File: config.mk
export PLATFORM = sky130hd
export DESIGN_NAME = memory_requester
export DESIGN_NICKNAME = d
export VERILOG_FILES = /design/src/rtl/memory_requester.sv
export SDC_FILE = /design/constraint.sdc
export NUM_CORES = 1
export LEC_CHECK = 0
export CAP_MARGIN = 10
export CORE_ASPECT_RATIO = 0.5
export CORE_MARGIN = 10
export CORE_UTILIZATION = 41
export CTS_CLUSTER_SIZE = 25
export DETAILED_ROUTE_END_ITERATION = 10
export PLACE_DENSITY = 0.6
export SYNTH_ARGS = -nofsm -noshare
export SYNTH_HDL_FRONTEND = slang
export SYNTH_HIERARCHICAL = 1
export SYNTH_SLANG_ARGS = --single-unit
File: constraint.sdc
create_clock -name clk -period 7.46 [get_ports clk]
set_clock_uncertainty 0.1 [all_clocks]
set_input_delay 1.492 -clock clk [delete_from_list [all_inputs] [get_ports clk]]
set_output_delay 1.492 -clock clk [all_outputs]
set_load 0.02 [all_outputs]
File: src/rtl/memory_requester.sv
// Generic FIFO: stores commands until the issue logic pops the head.
// Latency: a push is visible at the head one cycle later.
// Backpressure: full blocks pushes; pop while empty is ignored.
module memory_requester_fifo #(
    parameter int W     = 8,
    parameter int DEPTH = 4
) (
    input  logic         clk,
    input  logic         rst,
    input  logic         push_vld,
    input  logic [W-1:0] push_dat,
    output logic         full,
    input  logic         pop_rdy,
    output logic [W-1:0] head_dat,
    output logic         empty
);
    localparam int AW = (DEPTH > 1) ? $clog2(DEPTH) : 1;
    localparam int CW = $clog2(DEPTH + 1);

    logic [W-1:0]  mem [DEPTH];
    logic [AW-1:0] wr_ptr;
    logic [AW-1:0] rd_ptr;
    logic [CW-1:0] count;
    logic          push;
    logic          pop;

    function automatic logic [AW-1:0] ptr_inc(input logic [AW-1:0] p);
        return (p == AW'(DEPTH - 1)) ? '0 : p + 1'b1;
    endfunction

    assign full     = (count == CW'(DEPTH));
    assign empty    = (count == '0);
    assign push     = push_vld && !full;
    assign pop      = pop_rdy && !empty;
    assign head_dat = mem[rd_ptr];

    always_ff @(posedge clk) begin
        if (push) begin
            mem[wr_ptr] <= push_dat;
        end
    end

    always_ff @(posedge clk or posedge rst) begin
        if (rst) begin
            wr_ptr <= '0;
            rd_ptr <= '0;
            count  <= '0;
        end else begin
            if (push) begin
                wr_ptr <= ptr_inc(wr_ptr);
            end
            if (pop) begin
                rd_ptr <= ptr_inc(rd_ptr);
            end
            case ({push, pop})
                2'b10:   count <= count + 1'b1;
                2'b01:   count <= count - 1'b1;
                default: count <= count;
            endcase
        end
    end
endmodule

// Memory requester: queues commands, issues them in order under an outstanding limit, retires tagged returns.
// Latency: accepted command issues one cycle later at best; a return retires on the edge that samples it.
// Backpressure: cmd_ready drops when the FIFO is full; the head stalls on MAX_OUT or a tag already in flight.
module memory_requester #(
    parameter int MAX_OUT    = 4,
    parameter int FIFO_DEPTH = 4
) (
    input  logic        clk,
    input  logic        rst,
    input  logic        cmd_valid,
    output logic        cmd_ready,
    input  logic        cmd_write,
    input  logic [15:0] cmd_address,
    input  logic [15:0] cmd_data,
    output logic        wr_en,
    output logic [15:0] wr_address,
    output logic [15:0] wr_data,
    output logic        rd_en,
    output logic [15:0] rd_address,
    input  logic        wr_ret_ack,
    input  logic [15:0] wr_ret_address,
    input  logic        rd_ret_ack,
    input  logic [15:0] rd_ret_address,
    input  logic [15:0] rd_ret_data,
    output logic        wr_done,
    output logic [15:0] wr_done_address,
    output logic        rd_done,
    output logic [15:0] rd_done_address,
    output logic [15:0] rd_done_data,
    output logic [3:0]  outstanding,
    output logic        err_unmatched
);
    localparam int IW = (MAX_OUT > 1) ? $clog2(MAX_OUT) : 1;

    typedef struct packed {
        logic        write;
        logic [15:0] address;
        logic [15:0] data;
    } cmd_t;

    typedef struct packed {
        logic        vld;
        logic        write;
        logic [15:0] address;
    } entry_t;

    entry_t        ent_q [MAX_OUT];
    cmd_t          cmd_dat;
    cmd_t          head;
    logic          ready_q;
    logic          fifo_full;
    logic          fifo_empty;
    logic          issue_vld;
    logic [3:0]    cnt;
    logic          addr_hit;
    logic          free_found;
    logic [IW-1:0] free_idx;
    logic          wr_hit;
    logic [IW-1:0] wr_idx;
    logic          rd_hit;
    logic [IW-1:0] rd_idx;

    assign cmd_dat   = '{write: cmd_write, address: cmd_address, data: cmd_data};
    assign cmd_ready = ready_q && !fifo_full;

    memory_requester_fifo #(
        .W     ($bits(cmd_t)),
        .DEPTH (FIFO_DEPTH)
    ) u_fifo (
        .clk      (clk),
        .rst      (rst),
        .push_vld (cmd_valid && cmd_ready),
        .push_dat (cmd_dat),
        .full     (fifo_full),
        .pop_rdy  (issue_vld),
        .head_dat (head),
        .empty    (fifo_empty)
    );

    // Holds cmd_ready low until the first edge after reset release.
    always_ff @(posedge clk or posedge rst) begin
        if (rst) begin
            ready_q <= 1'b0;
        end else begin
            ready_q <= 1'b1;
        end
    end

    // Table scan: occupancy, tag collision with the head, lowest free slot and return matches.
    always_comb begin
        cnt        = '0;
        addr_hit   = 1'b0;
        free_found = 1'b0;
        free_idx   = '0;
        wr_hit     = 1'b0;
        wr_idx     = '0;
        rd_hit     = 1'b0;
        rd_idx     = '0;
        for (int i = 0; i < MAX_OUT; i++) begin
            if (ent_q[i].vld) begin
                cnt = cnt + 4'd1;
                if (ent_q[i].address == head.address) begin
                    addr_hit = 1'b1;
                end
                if (ent_q[i].write && ent_q[i].address == wr_ret_address) begin
                    wr_hit = wr_ret_ack;
                    wr_idx = IW'(i);
                end
                if (!ent_q[i].write && ent_q[i].address == rd_ret_address) begin
                    rd_hit = rd_ret_ack;
                    rd_idx = IW'(i);
                end
            end else if (!free_found) begin
                free_found = 1'b1;
                free_idx   = IW'(i);
            end
        end
    end

    assign issue_vld   = !fifo_empty && (cnt < 4'(MAX_OUT)) && !addr_hit;
    assign outstanding = cnt;

    // Retire and allocate never touch the same slot: the allocated slot is currently free.
    always_ff @(posedge clk or posedge rst) begin
        if (rst) begin
            for (int i = 0; i < MAX_OUT; i++) begin
                ent_q[i] <= '0;
            end
        end else begin
            if (wr_hit) begin
                ent_q[wr_idx].vld <= 1'b0;
            end
            if (rd_hit) begin
                ent_q[rd_idx].vld <= 1'b0;
            end
            if (issue_vld) begin
                ent_q[free_idx] <= '{vld: 1'b1, write: head.write, address: head.address};
            end
        end
    end

    always_ff @(posedge clk or posedge rst) begin
        if (rst) begin
            wr_en           <= 1'b0;
            wr_address      <= '0;
            wr_data         <= '0;
            rd_en           <= 1'b0;
            rd_address      <= '0;
            wr_done         <= 1'b0;
            wr_done_address <= '0;
            rd_done         <= 1'b0;
            rd_done_address <= '0;
            rd_done_data    <= '0;
            err_unmatched   <= 1'b0;
        end else begin
            wr_en   <= issue_vld && head.write;
            rd_en   <= issue_vld && !head.write;
            wr_done <= wr_hit;
            rd_done <= rd_hit;
            if (issue_vld && head.write) begin
                wr_address <= head.address;
                wr_data    <= head.data;
            end
            if (issue_vld && !head.write) begin
                rd_address <= head.address;
            end
            if (wr_hit) begin
                wr_done_address <= wr_ret_address;
            end
            if (rd_hit) begin
                rd_done_address <= rd_ret_address;
                rd_done_data    <= rd_ret_data;
            end
            if ((wr_ret_ack && !wr_hit) || (rd_ret_ack && !rd_hit)) begin
                err_unmatched <= 1'b1;
            end
        end
    end
endmodule
==> impl_metrics.env, run 1 <==
export IMPL_nets=1209
export IMPL_synth_net_count=1053
export IMPL_worst_pin_slew_ns=1.08
export IMPL_gp_congestion=0.903
export IMPL_synthSimpleGateAreaFrac_pct=5.22
export IMPL_rsz0062_at_grt="false"
export IMPL_insertion_delay_ns=0.59
export IMPL_synthXorXnorAreaFrac_pct=12.0
export IMPL_via_per_inst=5.19
export IMPL_period_share_pct=65.5
export IMPL_final_layout_size_suffix_gt1_share_pct=22.6
export IMPL_pre_cts_slack_ns=2.43
export IMPL_routed_wl_um=38900
export IMPL_synth_common_cells="dfrtp_1, mux2_2, edfxtp_1"
export IMPL_grt_pass1_vias=8945
export IMPL_synth_edf_count=132
export IMPL_critPathRequiredTime_ns=7.83
export IMPL_rr_startpoint="u_fifo/rd_ptr[0]$_DFFE_PP0P_"
export IMPL_grt_use_total_pct=17.4
export IMPL_cpPeakStageDelay_ns=0.88
export IMPL_seq_power_share_pct=42.0
export IMPL_synthMuxAreaShare_pct=18.8
export IMPL_sw_frac_of_total_pct=33.8
export IMPL_finalSetupViolCount=0
export IMPL_htreeDepth=1
export IMPL_syn_area_um2=14500
export IMPL_dr_pass1_iters=4
export IMPL_cts_tree="built"
export IMPL_status="completed"
export IMPL_arrival_ns=5.26
export IMPL_cts_max_path_buffers=3
export IMPL_hold_depth=1
export IMPL_slowest_stage="mux4_1"
export IMPL_critPathCaptureType="flop"
export IMPL_cp_max_fo=21
export IMPL_avgSynthCellArea_um2=15.1
export IMPL_yosys_area_top_type="dfrtp_1"
export IMPL_met1_usage_pct=23.0
export IMPL_fin_util_pct=50.7
export IMPL_final_setup_tns_ns=0
export IMPL_hold_end="err_unmatched$_DFFE_PP0P_"
export IMPL_die_w_um=286
export IMPL_ant_nets=0
export IMPL_vias=8355
export IMPL_cts_buffers=29
export IMPL_cts_sinks=313
export IMPL_p_comb_share_pct=32.7
export IMPL_cts_root_buf="clkbuf_16"
export IMPL_holdCritStartpoint="err_unmatched$_DFFE_PP0P_"
export IMPL_drc_errors=0
export IMPL_leakage_uw=0.00674
export IMPL_busiest_layer="met2"
export IMPL_grt_pass1_wl_um=58000
export IMPL_vdd_drop_max_mv=0.171
export IMPL_regToRegSetupSlack_ns=2.57
export IMPL_layout_setup_ws_ns=2.57
export IMPL_cts_hold_buf=0
export IMPL_antenna_found_initial=2
export IMPL_core_um2=34700
export IMPL_powerDensity_nw_per_um2=341
export IMPL_drtIter0Drc=449
export IMPL_synthFlopType="dfrtp_1"
export IMPL_post_route_min_period_ns=4.89
export IMPL_hold_viol=0
export IMPL_hpwl_um=28000
export IMPL_gr_total_overflow=0
export IMPL_routedWlPerCell_um=24.2
export IMPL_synth_most_common_cell="dfrtp_1"
export IMPL_grt_met3_usage_pct=4.19
export IMPL_r2r_end="ent_q[45]$_DFFE_PP0P_"
export IMPL_port_buffers=190
export IMPL_async_flop_share_pct=57.8
export IMPL_synth_warning_count=6
export IMPL_worst_r2r_path_depth=8
export IMPL_yosys_area_share_adder_pct=1.00
export IMPL_p_int_uw=3970
export IMPL_worst_hold_path_type="reg -> reg"
export IMPL_cts_resized=0
export IMPL_maxCapViolations=0
export IMPL_synth_cells=956
export IMPL_synth_top_family_by_area="multiplexers"
export IMPL_worst_setup_path_start_kind="flop"
export IMPL_maxClockFrequency_mhz=205
export IMPL_path_cells="buf_4 > mux4_1 > xor2_1 > nor3_1 > nand4_1 > o311ai_4 > or4_1 > mux2_2"
export IMPL_dieArea_um2=43700
export IMPL_yosys_area_top_type_share_pct=31.3
export IMPL_num_rows=48
export IMPL_power_uw=5990
export IMPL_fillers=2943
export IMPL_met2_usage_pct=28.5
export IMPL_maxSlewHeadroom_pct=27.8
export IMPL_io_pins=192
export IMPL_synth_compound_area_share_pct=0.761
export IMPL_crit_type="reg -> reg"
export IMPL_p_clk_share_pct=25.3
export IMPL_start_util_pct=41.8
export IMPL_grt_max_degree=81
export IMPL_ys_ff_latch=313
export IMPL_timing_final_max_slew_violations=0
export IMPL_area_delta_synth_final_pct=21.4
export IMPL_yosysUniqueCellTypes=45
export IMPL_ys_seq_area_share_pct=58.7
export IMPL_post_cts_setup_buffers=0
export IMPL_path_clk_slew_ns=0.07
export IMPL_p_sw_uw=2020
export IMPL_synthTopCellsByArea="dfrtp_1, edfxtp_1, mux2_2"
export IMPL_die_h_um=153
## how the worst max path moves through the flow
stage | startpoint | endpoint | slack, ns | cells past startpoint
final | u_fifo/rd_ptr[0]$_DFFE_PP0P_ | ent_q[45]$_DFFE_PP0P_ | 2.57 | 8
after global routing | u_fifo/rd_ptr[0]$_DFFE_PP0P_ | ent_q[39]$_DFFE_PP0P_ | 2.15 | 8
after CTS | u_fifo/rd_ptr[0]$_DFFE_PP0P_ | ent_q[45]$_DFFE_PP0P_ | 2.43 | 8
after detailed placement | u_fifo/rd_ptr[0]$_DFFE_PP0P_ | ent_q[51]$_DFFE_PP0P_ | 2.43 | 8
after global placement | u_fifo/rd_ptr[0]$_DFFE_PP0P_ | ent_q[41]$_DFFE_PP0P_ | 2.46 | 8
after floorplan | rst | ent_q[0]$_DFFE_PP0P_ | 1.15 | 1
## registers in the layout, summed over array words and instances (netlist names), 2 cells and up
signal           count
u_fifo/rd_ptr        2
wr_address          16
ent_q               72
rd_done_data        16
u_fifo/wr_ptr        2
rd_done_address     16
wr_done_address     16
u_fifo/mem         132
u_fifo/count         3
wr_data             16
rd_address          16
## layout make-up
cell class                      instances  area (um2)  share of cell area [%]
Sequential cell                       313        8500                    48.4
Multi-Input combinational cell        555        5480                    31.2
Timing Repair Buffer                  198        1960                    11.2
Clock buffer                           43         808                    4.60
Tap cell                              475         594                    3.38
Clock inverter                         11         153                   0.869
Inverter                               15        61.3                   0.349
Antenna cell                            1        2.50                  0.0143
## cells in the final DEF (no fill, tap or decap), types with 3 or more instances in the layout
cell type / Yosys / routed
dfrtp_1: 181 / 179
nand4_1: 31 / 31
nor2_1: 10 / 10
inv_1: 15 / 14
edfxtp_1: 132 / 132
mux4_2: 28 / 28
clkbuf_16: 0 / 29
mux4_1: 5 / 5
xor2_1: 75 / 75
clkinv_2: 0 / 4
clkinvlp_4: 0 / 3
o21ai_0: 5 / 5
bufinv_16: 0 / 3
or3_1: 4 / 4
xnor2_1: 123 / 123
nand2_1: 11 / 11
mux2_2: 154 / 154
mux2_4: 9 / 9
clkbuf_8: 0 / 3
ha_1: 10 / 10
clkbuf_1: 29 / 11
nor4_1: 19 / 19
mux2_1: 6 / 6
nor3_1: 10 / 10
and2_2: 0 / 4
clkdlybuf4s50_1: 0 / 190
nand3_1: 23 / 23
buf_4: 19 / 8
## power groups by stage
stage	registers, uW	logic [uW]	clock network, uW
2_1_floorplan	2540	1280	0
3_3_place_gp	2540	1970	0
3_5_place_dp	2550	1990	0
4_1_cts	2520	2000	1550
5_1_grt	2560	2110	1630
6_report	2520	1960	1520
## kinds of logic (layout without fill, tap and decap cells)
kind of cell	after synthesis	count (layout)
AO/OA/AOI/OAI	13	13
XOR/XNOR	198	198
adder cells (fa/ha/maj)	11	11
buffers and inverters	88	267
flip-flops	313	313
multiplexers	204	204
other	2	3
AND/OR/NAND/NOR	127	127
## critical path: cells and delay by family (launching register included)
family          cells  cell delay [ns]
simple gates        3             1.37
mux                 2             1.30
flops               1             0.69
compound gates      1             0.59
buf+inv             1             0.46
xor+xnor            1             0.24
## per-stage QoR
stage,instance area [um2],hold WS [ns],std cells
floorplan,14500,0.354,956
global placement,16600,0.374,1556
detailed placement,16600,0.387,1556
global route,17600,0.412,1611
finish,17600,0.395,1611
CTS,17600,0.406,1610
## metal layers
layer / part of all wire, % / vias to the layer above
li1: - / 3747
met1: 44 / 4339
met2: 48 / 205
met3: 5.9 / 62
met4: 2.2 / 2
met5: 0.031 / -
Power figures use the tool's default switching activity.
==> run 2: changes to the inputs <==
Clock period 7.46 ns to 4.68 ns, I/O delays scaled along.
==> impl_metrics.env, run 2 (synthesized netlist as in run 1, its figures left out) <==
export IMPL_status="completed"
export IMPL_via_per_inst=5.25
export IMPL_finalSetupViolCount=0
export IMPL_cts_buffers=29
export IMPL_io_pins=192
export IMPL_core_um2=34700
export IMPL_gp_congestion=0.899
export IMPL_start_util_pct=41.8
export IMPL_port_buffers=190
export IMPL_cts_resized=0
export IMPL_worst_hold_path_type="reg -> reg"
export IMPL_antenna_found_initial=0
export IMPL_post_route_min_period_ns=4.19
export IMPL_insertion_delay_ns=0.58
export IMPL_worst_setup_path_start_kind="flop"
export IMPL_final_design_area_no_fill_um2=17700
export IMPL_num_rows=48
export IMPL_cts_tree="built"
export IMPL_nets=1222
export IMPL_drtIter0Drc=513
export IMPL_path_clk_slew_ns=0.07
export IMPL_period_share_pct=89.4
export IMPL_worst_pin_slew_ns=0.998
export IMPL_critPathRequiredTime_ns=5.07
export IMPL_htreeDepth=1
export IMPL_grt_use_total_pct=18.2
export IMPL_leakage_uw=0.00680
export IMPL_final_setup_tns_ns=0
export IMPL_hold_viol=0
export IMPL_post_dp_cell_area_um2=16700
export IMPL_hpwl_um=29500
export IMPL_grt_pass1_wl_um=60200
export IMPL_maxSlewHeadroom_pct=33.5
export IMPL_timing_final_max_slew_violations=0
export IMPL_cts_hold_buf=0
export IMPL_cts_max_path_buffers=3
export IMPL_maxClockFrequency_mhz=239
export IMPL_routedWlPerCell_um=24.9
export IMPL_grt_max_degree=164
export IMPL_rsz0062_at_grt="false"
export IMPL_arrival_ns=4.58
export IMPL_dr_pass1_iters=5
export IMPL_largest_reg_flops=132
export IMPL_powerDensity_nw_per_um2=545
export IMPL_grt_pass1_vias=8866
export IMPL_fillers=2979
export IMPL_crit_type="reg -> reg"
export IMPL_vdd_drop_max_mv=0.301
export IMPL_top_register="u_fifo/mem"
export IMPL_area_delta_synth_final_pct=22.0
export IMPL_die_h_um=153
export IMPL_dieArea_um2=43700
export IMPL_critPathCaptureType="flop"
export IMPL_post_cts_setup_buffers=0
export IMPL_vias=8493
export IMPL_gr_total_overflow=0
export IMPL_die_w_um=286
export IMPL_drc_errors=0
export IMPL_routed_wl_um=40400
export IMPL_cts_root_buf="clkbuf_16"
export IMPL_final_common_cell="clkdlybuf4s50_1"
export IMPL_largestRegisters="u_fifo/mem (132), ent_q (72)"
export IMPL_layout_common_cells="clkdlybuf4s50_1, dfrtp_1, mux2_2"
export IMPL_final_layout_size_suffix_gt1_share_pct=23.6
export IMPL_ant_nets=0
export IMPL_cp_max_fo=27
export IMPL_maxCapViolations=0
export IMPL_diodes=0
export IMPL_cts_sinks=313
run 2: cell types whose count changed in the layout (fill, tap and decap cells not counted), sizes merged:
cell	before	now
inv	16	15
diode	1	0
clkbuf	43	35
clkinv	4	8
clkinvlp	3	4
buf	8	21
run 2: power by group:
part / internal [uW] / leakage (uW) / switching [uW]
Clock: 1330 / 0.000456 / 1040
Sequential: 3400 / 0.00351 / 630
Combinational: 1610 / 0.00284 / 1620
run 2: layer usage:
metal	routed length, um	GRT usage, %	vias up	share of wire (%)
met2	19600	30.2	183	48
met3	1980	3.54	40	4.9
li1	-	-	3775	-
met5	0	0	-	0
met1	18300	24.7	4495	45
met4	540	3.04	0	1.3
run 2: final cells by class:
type                            instances  area [um2]  area share, %
Clock buffer                           35         768           4.35
Clock inverter                         15         170          0.964
Inverter                               15        60.1          0.340
Multi-Input combinational cell        555        5480           31.1
Sequential cell                       313        8500           48.1
Tap cell                              475         594           3.37
Timing Repair Buffer                  211        2080           11.8
run 2: per-stage QoR:
stage	utilization [%]	setup slack, ns	hold WS [ns]	std cells	total power, uW
6_report	50.9	0.494	0.392	1619	9630
2_1_floorplan	-	1.13	0.354	956	6080
4_1_cts	50.9	0.463	0.388	1619	9750
3_3_place_gp	48.2	0.486	0.373	1569	7300
5_1_grt	50.9	0.171	0.398	1619	10100
3_5_place_dp	48.2	0.475	0.375	1569	7350
run 2: worst max-delay path, cell delays in order (launching register included):
cell and delay (ns):
dfrtp_2 0.81, mux4_1 0.65, xor2_1 0.24, nor3_1 0.32, nand4_1 0.21, o311ai_4 0.57, nor2_1 0.09, nand2b_1 0.16
inv_1 0.06, ha_1 0.21, inv_1 0.09, fa_1 0.43, mux2i_1 0.14
run 2: path summary, 6_finish.rpt:
kind,from,cells past startpoint,end,slack [ns]
max,u_fifo/rd_ptr[1]$_DFFE_PP0P_,12,u_fifo/count[1]$_DFFE_PP0P_,0.49
min,u_fifo/count[2]$_DFFE_PP0P_,1,u_fifo/count[2]$_DFFE_PP0P_,0.39
max reg2reg,u_fifo/rd_ptr[1]$_DFFE_PP0P_,12,u_fifo/count[1]$_DFFE_PP0P_,0.49
min reg2reg,u_fifo/count[2]$_DFFE_PP0P_,1,u_fifo/count[2]$_DFFE_PP0P_,0.39
max in group asynchronous,rst,3,wr_data[6]$_DFFE_PP0P_,2.62
min in group asynchronous,rst,2,u_fifo/rd_ptr[0]$_DFFE_PP0P_,0.61
